$ cat src/rtl/vga_pkg.sv
// Shared VGA 640x480@60 timing constants, used by vga_sync and by the
// frame-border, paddle and ball drawing blocks.
package vga_pkg;
    localparam int COUNT_W   = 10;

    localparam int H_VISIBLE = 640;
    localparam int H_FRONT   = 16;
    localparam int H_SYNC    = 96;
    localparam int H_BACK    = 48;
    localparam int V_VISIBLE = 480;
    localparam int V_FRONT   = 10;
    localparam int V_SYNC    = 2;
    localparam int V_BACK    = 33;

    localparam int H_TOTAL   = H_VISIBLE + H_FRONT + H_SYNC + H_BACK;
    localparam int V_TOTAL   = V_VISIBLE + V_FRONT + V_SYNC + V_BACK;

    // Sync windows are half-open: [START, END)
    localparam int HS_START  = H_VISIBLE + H_FRONT;
    localparam int HS_END    = HS_START + H_SYNC;
    localparam int VS_START  = V_VISIBLE + V_FRONT;
    localparam int VS_END    = VS_START + V_SYNC;
endpackage

$ cat src/rtl/pixel_tick_gen.sv
// Clock divider: p_tick is high for one clk in every CLK_DIV clks.
// Also usable as a generic rate enable (e.g. ball-speed timing).
module pixel_tick_gen #(
    parameter int CLK_DIV = 2
) (
    input  logic clk,
    input  logic reset,
    output logic p_tick
);
    localparam int DIV_W = (CLK_DIV > 1) ? $clog2(CLK_DIV) : 1;
    localparam logic [DIV_W-1:0] DIV_LAST = DIV_W'(CLK_DIV - 1);

    logic [DIV_W-1:0] div_cnt_q, div_cnt_d;
    logic             div_last;

    assign div_last = (div_cnt_q == DIV_LAST);

    always_comb begin
        div_cnt_d = div_cnt_q + 1'b1;
        if (div_last) div_cnt_d = '0;
    end

    always_ff @(posedge clk) begin
        if (reset) div_cnt_q <= '0;
        else       div_cnt_q <= div_cnt_d;
    end

    // Gated by reset so nothing downstream advances while held in reset
    assign p_tick = div_last && !reset;
endmodule

$ cat src/rtl/vga_sync.sv
// VGA raster timing: pixel/line counters with registered sync and
// video_on decoded from the next-state counts so they align with hcount/vcount.
module vga_sync
    import vga_pkg::*;
#(
    parameter int CLK_DIV   = 2,
    parameter int H_VISIBLE = vga_pkg::H_VISIBLE,
    parameter int H_FRONT   = vga_pkg::H_FRONT,
    parameter int H_SYNC    = vga_pkg::H_SYNC,
    parameter int H_BACK    = vga_pkg::H_BACK,
    parameter int V_VISIBLE = vga_pkg::V_VISIBLE,
    parameter int V_FRONT   = vga_pkg::V_FRONT,
    parameter int V_SYNC    = vga_pkg::V_SYNC,
    parameter int V_BACK    = vga_pkg::V_BACK
) (
    input  logic               clk,
    input  logic               reset,
    output logic [COUNT_W-1:0] hcount,
    output logic [COUNT_W-1:0] vcount,
    output logic               hsync,
    output logic               vsync,
    output logic               video_on,
    output logic               p_tick,
    output logic               frame_tick
);
    localparam int H_TOT = H_VISIBLE + H_FRONT + H_SYNC + H_BACK;
    localparam int V_TOT = V_VISIBLE + V_FRONT + V_SYNC + V_BACK;

    localparam logic [COUNT_W-1:0] H_LAST = COUNT_W'(H_TOT - 1);
    localparam logic [COUNT_W-1:0] V_LAST = COUNT_W'(V_TOT - 1);
    localparam logic [COUNT_W-1:0] H_VIS  = COUNT_W'(H_VISIBLE);
    localparam logic [COUNT_W-1:0] V_VIS  = COUNT_W'(V_VISIBLE);
    localparam logic [COUNT_W-1:0] HS_LO  = COUNT_W'(H_VISIBLE + H_FRONT);
    localparam logic [COUNT_W-1:0] HS_HI  = COUNT_W'(H_VISIBLE + H_FRONT + H_SYNC);
    localparam logic [COUNT_W-1:0] VS_LO  = COUNT_W'(V_VISIBLE + V_FRONT);
    localparam logic [COUNT_W-1:0] VS_HI  = COUNT_W'(V_VISIBLE + V_FRONT + V_SYNC);

    logic [COUNT_W-1:0] hcount_q, hcount_d;
    logic [COUNT_W-1:0] vcount_q, vcount_d;
    logic               hsync_q, hsync_d;
    logic               vsync_q, vsync_d;
    logic               video_on_q, video_on_d;
    logic               h_wrap, v_wrap;

    pixel_tick_gen #(.CLK_DIV(CLK_DIV)) u_tick (
        .clk    (clk),
        .reset  (reset),
        .p_tick (p_tick)
    );

    assign h_wrap = (hcount_q == H_LAST);
    assign v_wrap = (vcount_q == V_LAST);

    always_comb begin
        hcount_d = hcount_q;
        vcount_d = vcount_q;
        if (p_tick) begin
            hcount_d = h_wrap ? '0 : hcount_q + 1'b1;
            if (h_wrap) vcount_d = v_wrap ? '0 : vcount_q + 1'b1;
        end
        // Decode from next-state counts so outputs line up with the counts
        hsync_d    = !((hcount_d >= HS_LO) && (hcount_d < HS_HI));
        vsync_d    = !((vcount_d >= VS_LO) && (vcount_d < VS_HI));
        video_on_d = (hcount_d < H_VIS) && (vcount_d < V_VIS);
    end

    always_ff @(posedge clk) begin
        if (reset) begin
            hcount_q   <= '0;
            vcount_q   <= '0;
            hsync_q    <= 1'b1;
            vsync_q    <= 1'b1;
            video_on_q <= 1'b0;
        end else begin
            hcount_q   <= hcount_d;
            vcount_q   <= vcount_d;
            hsync_q    <= hsync_d;
            vsync_q    <= vsync_d;
            video_on_q <= video_on_d;
        end
    end

    assign hcount     = hcount_q;
    assign vcount     = vcount_q;
    assign hsync      = hsync_q;
    assign vsync      = vsync_q;
    assign video_on   = video_on_q;
    assign frame_tick = p_tick && h_wrap && v_wrap;
endmodule

$ cat config.mk
export PLATFORM = sky130hd
export DESIGN_NAME = vga_sync
export DESIGN_NICKNAME = d
export VERILOG_FILES = /design/src/rtl/vga_pkg.sv /design/src/rtl/pixel_tick_gen.sv /design/src/rtl/vga_sync.sv
export SDC_FILE = /design/constraint.sdc
export NUM_CORES = 1
export LEC_CHECK = 0
export ABC_CLOCK_PERIOD_IN_PS = 4700
export BUFFER_PORTS_ARGS = -buffer_cell sky130_fd_sc_hd__buf_2
export CAP_MARGIN = 15
export CORE_AREA = 2 2 54 56
export DETAILED_ROUTE_END_ITERATION = 8
export DIE_AREA = 0 0 56 58
export GPL_TIMING_DRIVEN = 0
export MAX_ROUTING_LAYER = met4
export PLACE_DENSITY_LB_ADDON = 0.05
export RECOVER_POWER = 25
export SLEW_MARGIN = 25
export SYNTH_ARGS = -nofsm -noshare
export SYNTH_HDL_FRONTEND = slang
export SYNTH_SLANG_ARGS = --single-unit
$ cat constraint.sdc
create_clock -name clk -period 4.7 [get_ports clk]
set_input_delay 0 -clock clk [delete_from_list [all_inputs] [get_ports clk]]
set_output_delay 0 -clock clk [all_outputs]
set_load 0.1 [all_outputs]
; ---- Word-level counts from Yosys, hierarchy flattened
; Index checks and enable logic that the tools add are counted.
; W data, S select, Z words.
[op_classes]
addsub = 3
order_cmp = 6
eq_ne = 2
n_mux = 5
n_reduce_logical = 10
[op_table]
columns = op, count
row1 = $mux W10, 5
row2 = $add A10 B1 Y10 const B, 2
row3 = $eq A10 B10 Y1 const B, 2
row4 = $lt A10 B10 Y1 const B, 2
row5 = $lt A10 B9 Y1 const B, 2
row6 = $ge A10 B10 Y1 const B, 1
row7 = $ge A10 B9 Y1 const B, 1
row8 = $logic_and A1 B1 Y1, 6
row9 = $logic_not A1 Y1, 3
row10 = $reduce_or A2 Y1, 1
row11 = $add A1 B1 Y1 const B, 1
[totals]
reg_bits = 24
inputBits = 2
out_inout_bits = 25
wordCells = 32

; ---- Depth between registers and ports, before layout
[logic_depth]
word_depth = 7
depth_mapped = 7
depth_no_buf = 7

; ---- Cells and area by module
; From an unflattened synthesis, not the netlist that was laid out.
[unflattened]
cells_unflattened = 174
area_unflattened_um2 = 1421.4
[by_module_without_submodules]
columns = module, instances, cells_per_inst, area_per_inst_um2, seq_area_each_um2
row1 = vga_sync, 1, 171, 1383.8, 460.4
row2 = pixel_tick_gen, 1, 3, 37.5, 20.0

; ---- Least setup slack after synthesis
; No wires, ideal clock.
[synth_timing]
kind = reg2out
from = reg hcount_q[1] (netlist: hcount[1])
to = out frame_tick
arrival_ps = 3191
required_time_ps = 4700
path_slack_ps = 1509
stages_incl_launch_ff = 5
cell_sequence = dfxtp_1 > ha_1 > and3b_1 > nand4_2 > nor2_1
[synth_via]
elab_chain_len = 3
[synth_lines]
columns = element, line_no
row1 = "start, declared", vga_sync.sv:38  ; logic [COUNT_W-1:0] hcount_q, hcount_d;
row2 = "start signal, assigned", vga_sync.sv:75  ; hcount_q <= hcount_d;
row3 = $eq A10 B10 Y1, vga_sync.sv:51  ; assign h_wrap = (hcount_q == H_LAST);
row4 = $logic_and A1 B1 Y1 (2 in series), vga_sync.sv:88  ; assign frame_tick = p_tick && h_wrap && v_wrap;
row5 = "end, declared", vga_sync.sv:24  ; output logic frame_tick
; No other way between the ends.

; ---- Final worst setup path
[layout_timing]
from = reg hcount_q[1] (netlist: hcount[1])
to = reg video_on_q (netlist: video_on)
[layout_via]
elab_chain_len = 5
[layout_lines]
columns = element, line_no
row1 = $add A10 B1 Y10 / $eq A10 B10 Y1 (equally long branches), "vga_sync.sv:58, vga_sync.sv:51"
row2 = "$mux W10, on equally long branches", "vga_sync.sv:58, vga_sync.sv:59"
row3 = $mux W10, vga_sync.sv:57  ; if (p_tick) begin
row4 = $lt A10 B10 Y1 / $lt A10 B9 Y1 (equally long branches), vga_sync.sv:64  ; video_on_d = (hcount_d < H_VIS) && (vcount_d < V_VIS);
row5 = $logic_and A1 B1 Y1 (*), vga_sync.sv:64
row6 = "end signal, assigned", vga_sync.sv:79  ; video_on_q <= video_on_d;
row7 = "end, declared", vga_sync.sv:42  ; logic video_on_q, video_on_d;
; Every way passes the cells marked *; elsewhere a longest branch is shown, timed or not.
; A chain may end at the register's enable or synchronous reset.

==> flow_metrics.env <==
export IMPL_ys_async_sr_fraction=0
export IMPL_crit_family="simple AND/OR/NAND/NOR gates"
export IMPL_met3_usage=0.0246
export IMPL_pre_cts_ws_ps=2370
export IMPL_peakVddDrop_mv=0.184
export IMPL_dieArea_um2=3250
export IMPL_cts_clk_slew_worst_paths_ps=140
export IMPL_nets=200
export IMPL_grt_pass1_vias=1258
export IMPL_vias=1329
export IMPL_slowest_delay_ps=480
export IMPL_die_w_um=56
export IMPL_drv_cap=0
export IMPL_ctsHtreeMaxLevel=1
export IMPL_worstPathArrival_ps=2580
export IMPL_drt_pass1_iterations=4
export IMPL_gp_congestion=0.892
export IMPL_use_met1=0.262
export IMPL_cts_setup_buffers=0
export IMPL_hold_violations=0
export IMPL_clock_skew_ps=4.23
export IMPL_critPathLaunchType="flip-flop"
export IMPL_gr_usage_met2=0.370
export IMPL_cts_tree="done"
export IMPL_cts_sinks=24
export IMPL_combPwrFrac=0.084
export IMPL_numCtsBuffers=3
export IMPL_layout_drive_gt1_share=0.149
export IMPL_drtIter0Drc=47
export IMPL_overflow=0
export IMPL_p_sw_frac=0.258
export IMPL_antenna_left=0
export IMPL_routedWlPerCell_um=14.1
export IMPL_crit_path_top_delay_cell="dfxtp_1"
export IMPL_synthesis_area_um2=1380
export IMPL_area_growth_pct=13.9
export IMPL_dp_hpwl_um=2390
export IMPL_grt_pass1_wl_um=5530
export IMPL_syn_nets=169
export IMPL_intPower_uw=259
export IMPL_ys_seq_area_frac=0.349
export IMPL_fill_cells=279
export IMPL_top_usage_layer="met2"
export IMPL_syn_area_per_cell_um2=8.39
export IMPL_rsz0062_at_grt="false"
export IMPL_io_buffers=26
export IMPL_finalCoreUtilization=0.589
export IMPL_path_max_fanout=7
export IMPL_drc=0
export IMPL_final_cell_mix="dfxtp_1 (24), buf_2 (17), nor2_1 (15)"
export IMPL_p_leak_uw=0.000589
export IMPL_worstPathRequired_ps=4920
export IMPL_via_per_inst=5.91
export IMPL_path_buf_inv=0
export IMPL_finalSetupViolCount=0
export IMPL_ys_seq_elements=24
export IMPL_ys_types=46
export IMPL_hold_path_class="in -> reg"
export IMPL_core_um2=2660
export IMPL_final_common_cell="dfxtp_1"
export IMPL_worstSetupEndpointType="flip-flop"
export IMPL_ios=27
export IMPL_grt_antenna_before_repair=0
export IMPL_synth_edf_count=0
export IMPL_powerDensity_nw_per_um2=223
export IMPL_max_slew_margin_rel=0.226
export IMPL_clockPowerShare=0.320
export IMPL_clk_latency_ps=310
export IMPL_fin_ws_ps=2330
export IMPL_path_class="reg -> reg"
export IMPL_timing_final_crit_share=0.503
export IMPL_netlist_instances=164
export IMPL_postRouteWirelength_um=3180
export IMPL_multi_input_area_um2=837
export IMPL_period_needed_ps=2370
export IMPL_seqPwrFrac=0.596
export IMPL_tightest_slew_ps=1170
export IMPL_grt_use_total=0.219
export IMPL_fin_setup_tns_ps=0
export IMPL_seq_area_um2=480
export IMPL_floorplan_initialDensity=0.517
export IMPL_finalMaxSlewViolations=0
export IMPL_cts_hold_repair_buffers=0
export IMPL_antenna_diode_count=0
export IMPL_yosys_warnings=0
export IMPL_crit_path_cell_trace="ha_1, and3b_1, nand4_2, or3_1, and2_4, o311a_1"
export IMPL_fmax_mhz=423
export IMPL_status="finished, final reports clean"
export IMPL_ys_flop_type="dfxtp_1"
export IMPL_cts_resized=0
export IMPL_clockBufferDepth=2
export IMPL_die_height_um=58
export IMPL_p_sw_uw=90.1
export IMPL_row_count=19
export IMPL_grt_max_degree=14
export IMPL_root_buffer="clkbuf_4"
-- routing by layer --
layer	up-vias	part of all wire
li1	664	-
met1	622	0.44
met2	39	0.50
met3	4	0.052
met4	0	0.0091
met5	-	0
-- cell usage after synthesis, types with 2 or more instances --
library cell / instances / area (um^2)
a21oi_1: 10 / 50.1
nand4b_1: 2 / 17.5
buf_2: 2 / 10.0
dfxtp_1: 24 / 480
o21ai_0: 6 / 30.0
nand3_1: 8 / 40.0
and3_1: 4 / 25.0
a21o_1: 2 / 15.0
inv_1: 6 / 22.5
nand3b_1: 2 / 15.0
nor2b_1: 3 / 18.8
nand4_1: 5 / 31.3
clkbuf_1: 2 / 7.51
ha_1: 3 / 37.5
xor2_1: 5 / 43.8
nor3_1: 11 / 55.1
or3_1: 4 / 25.0
nor2_1: 15 / 56.3
nand2_1: 11 / 41.3
xnor2_1: 7 / 61.3
and4_1: 4 / 35.0
nand2b_1: 3 / 18.8
buf_1: 2 / 7.51
-- worst reg2reg max path, cell delays in order (launching register included) --
cell and delay (ps):
dfxtp_1 480, ha_1 330, and3b_1 310, nand4_2 240, or3_1 430, and2_4 170, o311a_1 310
-- logic make-up (layout without fill, tap and decap cells) --
kind of cell    Yosys count  after routing  share of synthesized area
fa+ha+maj                 3              3                     0.0273
flops                    24             24                      0.349
xor+xnor                 12             12                     0.0764
compound gates           31             31                      0.156
simple gates             81             81                      0.348
buf+inv                  13             43                     0.0427
-- stage by stage --
stage                     cells  hold WS (ps)  instance area, um^2  power, uW
after floorplan             164           350                 1380        236
after global placement      221           515                 1550        242
after detailed placement    221           522                 1550        242
after CTS                   225           180                 1580        352
after global routing        225           208                 1570        362
final                       225           185                 1570        349
-- state kept, by name (all words and copies together) (netlist names) --
| signal | count |
|---|---|
| hcount | 10 |
| vcount | 10 |
| hsync | 1 |
| u_tick.div_cnt_q | 1 |
| video_on | 1 |
| vsync | 1 |
-- final cells by class --
type                            instances  share of cell area
Multi-Input combinational cell        127               0.534
Sequential cell                        24               0.306
Timing Repair Buffer                   26              0.0742
Tap cell                               31              0.0247
Clock buffer                            4              0.0231
Buffer                                  7              0.0231
Inverter                                6              0.0144
-- path summary, 6_finish.rpt --
path	start	to	slack, ps	cells after the start
worst max-delay path	hcount[1]$_SDFF_PP0_	video_on$_SDFF_PP0_	2330	6
worst min-delay path	reset	vcount[1]$_SDFF_PP0_	190	4
worst max register to register	hcount[1]$_SDFF_PP0_	video_on$_SDFF_PP0_	2330	6
worst min register to register	vcount[8]$_SDFF_PP0_	vcount[8]$_SDFF_PP0_	550	2
-- power groups by stage --
stage	clock [uW]	sequential (uW)	combinational, uW
2_1_floorplan	0	224	12.5
3_3_place_gp	0	212	29.6
3_5_place_dp	0	212	29.8
4_1_cts	115	208	29.8
5_1_grt	123	209	31.4
6_report	112	208	29.4
Note: power is estimated with default switching activity, not from simulation.
